### src/rtl/wash_cycle_timer.sv
// wash_cycle_timer: timed wash-cycle sequencer (WASH -> RINSE -> SPIN -> DRAIN).
// Latches wash_mode on an accepted start. Each phase lasts a mode-dependent
// number of prescaled ticks. Pause or an open door freezes the timing and
// drops the actuators.
// Optional feature macro: WASH_CYCLE_EXTRA_RINSE_EN. When it is defined, a
// latched Heavy mode inserts RINSE2 (code 5) between RINSE and SPIN.
// Ports:
//   clk, rst (async, active-high)
//   start, door_closed, pause, wash_mode[1:0]        - control inputs
//   wash_motor, rinse_valve, spin_motor, drain_valve - actuator enables
//   door_lock, busy, done (1-cycle pulse), phase[2:0] - status
module wash_cycle_timer #(
   parameter int unsigned TICK_DIV      = 1000,
   parameter int unsigned CNT_W         = 16,
   parameter int unsigned WASH_GENTLE_T = 4,
   parameter int unsigned WASH_NORMAL_T = 6,
   parameter int unsigned WASH_HEAVY_T  = 8,
   parameter int unsigned RINSE_T       = 3,
   parameter int unsigned SPIN_T        = 4,
   parameter int unsigned DRAIN_T       = 2
) (
   input  logic       clk,
   input  logic       rst,
   input  logic       start,
   input  logic       door_closed,
   input  logic       pause,
   input  logic [1:0] wash_mode,
   output logic       wash_motor,
   output logic       rinse_valve,
   output logic       spin_motor,
   output logic       drain_valve,
   output logic       door_lock,
   output logic       busy,
   output logic       done,
   output logic [2:0] phase
);

   localparam logic [2:0] S_IDLE   = 3'd0;
   localparam logic [2:0] S_WASH   = 3'd1;
   localparam logic [2:0] S_RINSE  = 3'd2;
   localparam logic [2:0] S_SPIN   = 3'd3;
   localparam logic [2:0] S_DRAIN  = 3'd4;
`ifdef WASH_CYCLE_EXTRA_RINSE_EN
   localparam logic [2:0] S_RINSE2 = 3'd5;
`endif

   localparam logic [CNT_W-1:0] PRESC_MAX = CNT_W'(TICK_DIV - 1);

   logic [2:0]       state;
   logic [2:0]       state_next;
   logic [1:0]       mode;
   logic [CNT_W-1:0] presc;
   logic [CNT_W-1:0] pcnt;
   logic [CNT_W-1:0] dur;
   logic             run;
   logic             tick;
   logic             last;
   logic             accept;

   // Timing qualifiers. A hold (pause or open door) suppresses ticks.
   assign accept = (state == S_IDLE) & start & door_closed;
   assign busy   = (state != S_IDLE);
   assign run    = busy & ~pause & door_closed;
   assign tick   = run & (presc == PRESC_MAX);
   assign last   = tick & (pcnt == dur - CNT_W'(1));

   // Duration of the current phase, in ticks.
   always_comb begin
      dur = CNT_W'(1);
      case (state)
         S_WASH: begin
            case (mode)
               2'b00:   dur = CNT_W'(WASH_GENTLE_T);
               2'b01:   dur = CNT_W'(WASH_NORMAL_T);
               default: dur = CNT_W'(WASH_HEAVY_T);
            endcase
         end
         S_RINSE: dur = CNT_W'(RINSE_T);
`ifdef WASH_CYCLE_EXTRA_RINSE_EN
         S_RINSE2: dur = CNT_W'(RINSE_T);
`endif
         S_SPIN:  dur = CNT_W'(SPIN_T);
         S_DRAIN: dur = CNT_W'(DRAIN_T);
         default: dur = CNT_W'(1);
      endcase
   end

   // Next-state logic.
   always_comb begin
      state_next = state;
      case (state)
         S_IDLE:  if (accept) state_next = S_WASH;
         S_WASH:  if (last)   state_next = S_RINSE;
         S_RINSE: begin
            if (last) begin
`ifdef WASH_CYCLE_EXTRA_RINSE_EN
               state_next = mode[1] ? S_RINSE2 : S_SPIN;
`else
               state_next = S_SPIN;
`endif
            end
         end
`ifdef WASH_CYCLE_EXTRA_RINSE_EN
         S_RINSE2: if (last) state_next = S_SPIN;
`endif
         S_SPIN:  if (last) state_next = S_DRAIN;
         S_DRAIN: if (last) state_next = S_IDLE;
         default: state_next = S_IDLE;
      endcase
   end

   // State register, mode latch, prescaler and phase counter.
   always_ff @(posedge clk or posedge rst) begin
      if (rst) begin
         state <= S_IDLE;
         mode  <= 2'b00;
         presc <= '0;
         pcnt  <= '0;
      end else begin
         state <= state_next;
         if (!busy) begin
            presc <= '0;
            pcnt  <= '0;
            if (accept) mode <= wash_mode;
         end else if (run) begin
            if (last) begin
               presc <= '0;
               pcnt  <= '0;
            end else if (tick) begin
               presc <= '0;
               pcnt  <= pcnt + CNT_W'(1);
            end else begin
               presc <= presc + CNT_W'(1);
            end
         end
      end
   end

   // Moore decode of the state register, gated off while held.
   assign wash_motor  = run & (state == S_WASH);
`ifdef WASH_CYCLE_EXTRA_RINSE_EN
   assign rinse_valve = run & ((state == S_RINSE) | (state == S_RINSE2));
`else
   assign rinse_valve = run & (state == S_RINSE);
`endif
   assign spin_motor  = run & (state == S_SPIN);
   assign drain_valve = run & (state == S_DRAIN);
   assign door_lock   = busy;
   assign done        = (state == S_DRAIN) & last;
   assign phase       = state;

endmodule
### config.mk
export PLATFORM = sky130hd
export DESIGN_NAME = wash_cycle_timer
export DESIGN_NICKNAME = d
export VERILOG_FILES = /design/src/rtl/wash_cycle_timer.sv
export SDC_FILE = /design/constraint.sdc
export NUM_CORES = 1
export LEC_CHECK = 0
export CAP_MARGIN = 20
export CORE_MARGIN = 8
export CORE_UTILIZATION = 40
export CTS_CLUSTER_DIAMETER = 150
export DETAILED_ROUTE_END_ITERATION = 12
export PLACE_DENSITY = 0.7
export SLEW_MARGIN = 20
export SYNTH_ARGS = -nofsm -noshare
export SYNTH_HDL_FRONTEND = slang
export SYNTH_SLANG_ARGS = --single-unit
### constraint.sdc
create_clock -name clk -period 7.55 [get_ports clk]
set_input_delay 2.265 -clock clk [delete_from_list [all_inputs] [get_ports clk]]
set_output_delay 2.265 -clock clk [all_outputs]
set_load 0.02 [all_outputs]
* After elaboration in Yosys (flattened, before gate mapping)
Cells that the tools add are included.
Cells by class: $add $sub $neg 3, equal/unequal tests 14, muxes and demuxes 16, bitwise logic cells 13, reductions and logical operators 6
Operators with widths (number):
- two-way mux 16 bit | 8
- one-hot mux 16 bit (4 select lines) | 1
- adder 16 x 1 -> 16 bit (second input constant) | 2
- == test 16 x 10 -> 1 bit (second input constant) | 1
- == test 16 bit | 1
- subtractor 16 x 1 -> 16 bit (second input constant) | 1
- two-way mux 3 bit | 5
- one-hot mux 3 bit (5 select lines) | 1
- bitwise AND 1 bit | 11
- != test 2 bit (second input constant) | 5
- one-hot mux 4 bit (2 select lines) | 1
- == test 3 x 2 -> 1 bit (second input constant) | 2
- AND reduction 5 bit | 1
- AND reduction 2 bit | 2
- == test 3 x 1 -> 1 bit (second input constant) | 1
- == test 3 bit (second input constant) | 1
- logical NOT 3 bit | 1
- != test 3 x 1 -> 1 bit (second input constant) | 1
- nonzero test 3 bit | 1
- == test 2 x 1 -> 1 bit (second input constant) | 1
- logical NOT 2 bit | 1
- != test 2 x 1 -> 1 bit (second input constant) | 1
- inverter 1 bit | 2
Word-level totals: bits in registers 37, bits of input ports 7, output and inout port bits 10, logic and storage cells 56

* Depth between registers and ports, before layout
Gate-level depths: netlist of the first run.
depth after elaboration 9, gate-level depth with buffers 13, mapped depth without buffers 11

* Worst setup path after synthesis of the first run
Ideal clock, no wire load.
path kind input port to output port, from input port pause, to output port done, arrival 3469 ps, data required time 5285 ps, setup slack 1816 ps, stages 5, buffers on the path 0, path through nand2b_1 -> nor2_1 -> nand4_1 -> nand2b_1 -> nor3_1
On the way: longest elaborated chain between the ends 6
RTL lines:
- from (decl) | line 26 | input logic pause,
- inverter 1 bit | line 63 | assign run = busy & ~pause & door_closed;
- bitwise AND 1 bit (2 in series) | line 63
- bitwise AND 1 bit | line 64 | assign tick = run & (presc == PRESC_MAX);
- bitwise AND 1 bit | line 65 | assign last = tick & (pcnt == dur - CNT_W'(1));
- bitwise AND 1 bit | line 149 | assign done = (state == S_DRAIN) & last;
- to (decl) | line 34 | output logic done,
No other way between the ends.

* Worst setup path in the final report of the first run
Same ends and word-level chain as after synthesis.

==> metrics.txt, run 1 <==
sequential area share after synthesis 41.2%; Clock Skew 14.2 ps; CP required 5290 ps; core area 5470 um^2; max-cap viol count 0; Clock transition at path regs 80 ps; Hold WC Path Type reg2reg; CP Class in2out; CP cell instances clkdlybuf4s50_1 -> nand2b_1 -> nor2_1 -> nand4_1 -> nand2b_1 -> nor3_1 -> clkdlybuf4s50_1; Total Die Area 8270 um^2; Pins Over Slew Limit 0; P_leak 1.08 nW; Final ANT Viol Nets 0; Final setup violation count 0; main combinational cell family by area after synthesis simple AND/OR/NAND/NOR gates; Port Buffers 16; number of DRC markers in iteration 0 117; slew of the pin with the lowest slew margin 994 ps; Die Height 90.9 um; initial antenna violation count 0; fin area 2540 um^2; Final GP Congestion 0.838; Final Critical Period 6830 ps; drt drc 0; CP max FO 11; IR drop worst, VDD 0.101 mV; IO Count 17; first-pass GRT wire length 8890 um; max_slew headroom 33.5%; Post-synth ARST share 100%; number of CTS-inserted buffers 5; Synth Area in Simple Gates 34.1%; DR vias/cell 5.58; power per cell area 178 nW/um^2; post-cts sizing count 0; Final Hold Violating Endpoints 0; synthesized area 2250 um^2; GRT Resource Usage Total 12.9%; H-tree depth 2; Post-CTS Repair Setup Buffers 0; setup TNS 0 ps; Power Total 0.451 mW; total number of vias 1943; clock sinks 37; chip width 90.9 um; Critical Path Max Stage Delay 640 ps; Antenna diodes 0; Synth area leaders dfrtp_1 41%, nand2_1 6.0%, nand3_1 6.0%, xor2_1 5.8%, nor2_1 5.0%; top-count cell post-synth dfrtp_1; post-synth top area cell dfrtp_1; Max Buffers Root-to-Sink 2; outcome complete, no violations; CTS tree built; Hold WS 514 ps; FILL cells 566; Worst EP arrival 4570 ps; Synth Register Bits 37; Layout Area Growth over Synthesis 13.1%; Initial Util 41.0%; drt first pass iters 4; Worst Setup Start Kind input pin; Netlist cell types 42; CTS Root Cell clkbuf_8; Placed Area 2450 um^2; final period utilization 90.5%; Hold Buf Count CTS 0; Worst path slowest cell clkdlybuf4s50_1; DR WL/cell 14.4 um; CP endpoint kind primary output; fmax 146 MHz; fraction of layout cells with a size suffix above 1 6.52%; ys flop type dfrtp_1; nets 286; leading cell types by count after synthesis 37 x dfrtp_1, 36 x nand2_1, 30 x nor2_1; row count 27; Finished Core Util 46.4%; Post-Syn Area per Cell 8.54 um^2; Post-Syn Nets 274; Worst-Skew Late Latency 300 ps; vias in the first global route 1885; Compound-Gate Fraction of Synth Area 9.30%; grt ovf 0; DRT Wirelength 5010 um; Post-synth EDFFs 0; RSZ-0062 raised after global routing no; Warnings, synthesis 0; Yosys top cell area share 41.2%; largest net degree at the start of global routing 38; Post-Synth Adder-Cell Area 2.23%; post-synthesis mux area share 2.34%; Final HPWL DP 3470 um; Post-Syn Instances 263; Synth Area in XOR/XNOR 7.41%
-- layout by cell type, fill, tap and decap left out, types with 4 or more instances in the layout --
cell,n
a21oi_1,5
and2_1,4
and3_1,5
and4_1,4
clkbuf_8,5
clkdlybuf4s50_1,16
dfrtp_1,37
ha_1,4
inv_1,6
nand2_1,36
nand2b_1,4
nand3_1,27
nand4_1,12
nor2_1,30
nor3_1,8
o21ai_0,7
or3_1,7
xnor2_1,4
xor2_1,15
-- report_power, final --
group          internal (mW)  switching (mW)  total [mW]
registers              0.209          0.0112       0.220
clock network         0.0637          0.0749       0.139
logic                 0.0376          0.0544      0.0920
total                  0.311           0.141       0.451
-- per-stage QoR --
step / worst slack [ps] / instances
floorplan: 1820 / 263
global placement: 791 / 340
detailed placement: 711 / 340
CTS: 696 / 348
global route: 526 / 348
finish: 717 / 348
-- registers in the layout, indices dropped and copies added, names as in the netlist --
signal / flops
pcnt: 16
phase: 3
mode: 2
presc: 16
-- worst max-delay path, delay by kind of cell --
| kind | cells | cell delay, ps |
|---|---|---|
| simple gates | 5 | 1250 |
| buf+inv | 2 | 1060 |
-- cell type report --
class,count,area (um^2),area share [%]
clock inverters,3,17.5,0.690
inverters,7,26.3,1.03
flip-flops and latches,37,926,36.5
clock buffers,5,68.8,2.71
multi-input cells,207,1240,49.0
well taps,72,90.1,3.55
repair buffers,17,168,6.60
-- metal layers --
layer | global-route usage (%) | vias up | part of all wire [%] | wire length, um
met3 | 3.87 | 6 | 6.3 | 314
met4 | 5.59 | 0 | 1.6 | 82
met2 | 19.2 | 50 | 46 | 2310
met5 | 0 | - | 0 | 0
met1 | 17.0 | 922 | 46 | 2310
li1 | - | 965 | - | -
-- kinds of logic after synthesis --
kind of cell | count (synthesis)
multiplexers | 5
XOR/XNOR | 19
buffers and inverters | 19
AO/OA/AOI/OAI | 28
adder cells (fa/ha/maj) | 4
AND/OR/NAND/NOR | 151
flip-flops | 37
-- worst paths after layout --
path | startpoint | to | slack, ps | cells past startpoint
max | pause | done | 720 | 7
min | mode[0] | mode[0] | 510 | 1
max reg2reg | phase[2] | pcnt[14] | 4040 | 10
min reg2reg | mode[0] | mode[0] | 510 | 1
max in group asynchronous | rst | pcnt[13] | 4830 | 3
min in group asynchronous | rst | pcnt[8] | 2380 | 3
Power figures use the tool's default switching activity.
==> inputs of run 2 (changes only) <==
==> constraint.sdc (replaced) <==
create_clock -name clk -period 6.8 [get_ports clk]
set_input_delay 2.04 -clock clk [delete_from_list [all_inputs] [get_ports clk]]
set_output_delay 2.04 -clock clk [all_outputs]
set_load 0.02 [all_outputs]
==> run 2 against run 1 <==
Die area unchanged. Non-clock buffer count increased by 1. Via count about the same. Global-route usage decreased by 0.13 points. Clock-buffer cell count unchanged. Critical endpoint unchanged. Largest power group unchanged. Highest routed layer unchanged.
==> metrics.txt, run 2 (same netlist as run 1, synthesis figures left out) <==
Register Area 926 um^2; P_leak 1.11 nW; CP endpoint kind primary output; Worst Slack Setup Final 630 ps; grt ovf 0; post-cts sizing count 0; commonest non-fill, non-tap cell in the layout dfrtp_1; Met2 Routed Length 2310 um; largest net degree at the start of global routing 38; outcome complete, no violations; number of cells after detailed placement 341; final period utilization 90.7%; setup TNS 0 ps; Hold WC Path Type reg2reg; Post-CTS Repair Setup Buffers 0; Total Die Area 8270 um^2; Final GP Congestion 0.836; Antenna diodes 0; Pins Over Slew Limit 0; IO Count 17; H-tree depth 2; Initial Util 41.0%; Worst-Skew Late Latency 290 ps; initial antenna violation count 0; Power Total 0.579 mW; Port Buffers 16; Worst Setup Start Kind input pin; Max Buffers Root-to-Sink 2; fmax 162 MHz; fin cells 349; nets 287; CP max FO 6; Hold Buf Count CTS 0; Clock transition at path regs 80 ps; number of DRC markers in iteration 0 105; row count 27; Final setup violation count 0; WL met3 153 um; Clock Skew 9.74 ps; GRT Resource Usage Total 12.8%; CP required 4760 ps; slew of the pin with the lowest slew margin 955 ps; Top Metal Used met4; clock sinks 37; fraction of layout cells with a size suffix above 1 6.86%; max_slew headroom 36.2%; Worst R2R Path Depth 10; RSZ-0062 raised after global routing no; chip width 90.9 um; drt first pass iters 4; total number of vias 1942; max-cap viol count 0; Final HPWL DP 3490 um; drt drc 0; multi-input logic area 1240 um^2; wl on met1 2450 um; FILL cells 541; Final Hold Violating Endpoints 0; Layout Area Growth over Synthesis 15.7%; pre-CTS WS 616 ps; Worst EP arrival 4130 ps; Final ANT Viol Nets 0; power per cell area 223 nW/um^2; Hold WS 522 ps; CP Class in2out; most frequent cells in the layout 37 x dfrtp_1, 36 x nand2_1, 30 x nor2_1; DRT Wirelength 4940 um; core area 5470 um^2; CTS tree built; IR drop worst, VDD 0.177 mV; Final Critical Period 6170 ps; first-pass GRT wire length 8980 um; number of CTS-inserted buffers 5; vias in the first global route 1946; CTS Root Cell clkbuf_8; DR vias/cell 5.56; DR WL/cell 14.2 um; hold depth 1; Die Height 90.9 um
[run 2: power by group]
part / leakage (nW) / switching (mW) / internal [mW]
clock network: 0.0687 / 0.0844 / 0.148
registers: 0.506 / 0.0131 / 0.232
logic: 0.533 / 0.0598 / 0.0420
[run 2: area by class of cell]
class | count | area share (%)
clock buffers | 5 | 2.65
multi-input cells | 207 | 47.9
inverters | 7 | 1.01
repair buffers | 18 | 6.74
flip-flops and latches | 37 | 35.6
well taps | 72 | 3.47
clock inverters | 3 | 2.65
[run 2: worst max-delay path, cell delays in order]
cell and delay (ps):
clkdlybuf4s50_1 410, nand2b_1 170, nor2_1 180, nand4_1 190
nand2b_1 290, nor3_1 220, clkdlybuf4s50_1 640
[run 2: worst paths after layout]
path / start / endpoint / slack [ps]
worst max-delay path: pause / done / 630
worst min-delay path: mode[0] / mode[0] / 520
worst max register to register: phase[2] / pcnt[14] / 3300
worst min register to register: mode[0] / mode[0] / 520
max in group asynchronous: rst / presc[11] / 4280
min in group asynchronous: rst / pcnt[15] / 2160
[run 2: metrics by stage]
| step | util, % | area [um^2] |
|---|---|---|
| detailed placement | 45.0 | 2460 |
| global placement | 45.0 | 2460 |
| floorplan | - | 2250 |
| global route | 47.5 | 2600 |
| CTS | 47.5 | 2600 |
| finish | 47.5 | 2600 |
[run 2: metal layers]
layer  vias up  track usage (%)
met2        31             20.8
li1        967                -
met3         2             2.55
met1       942             16.7
met5         -                0
met4         0             3.96
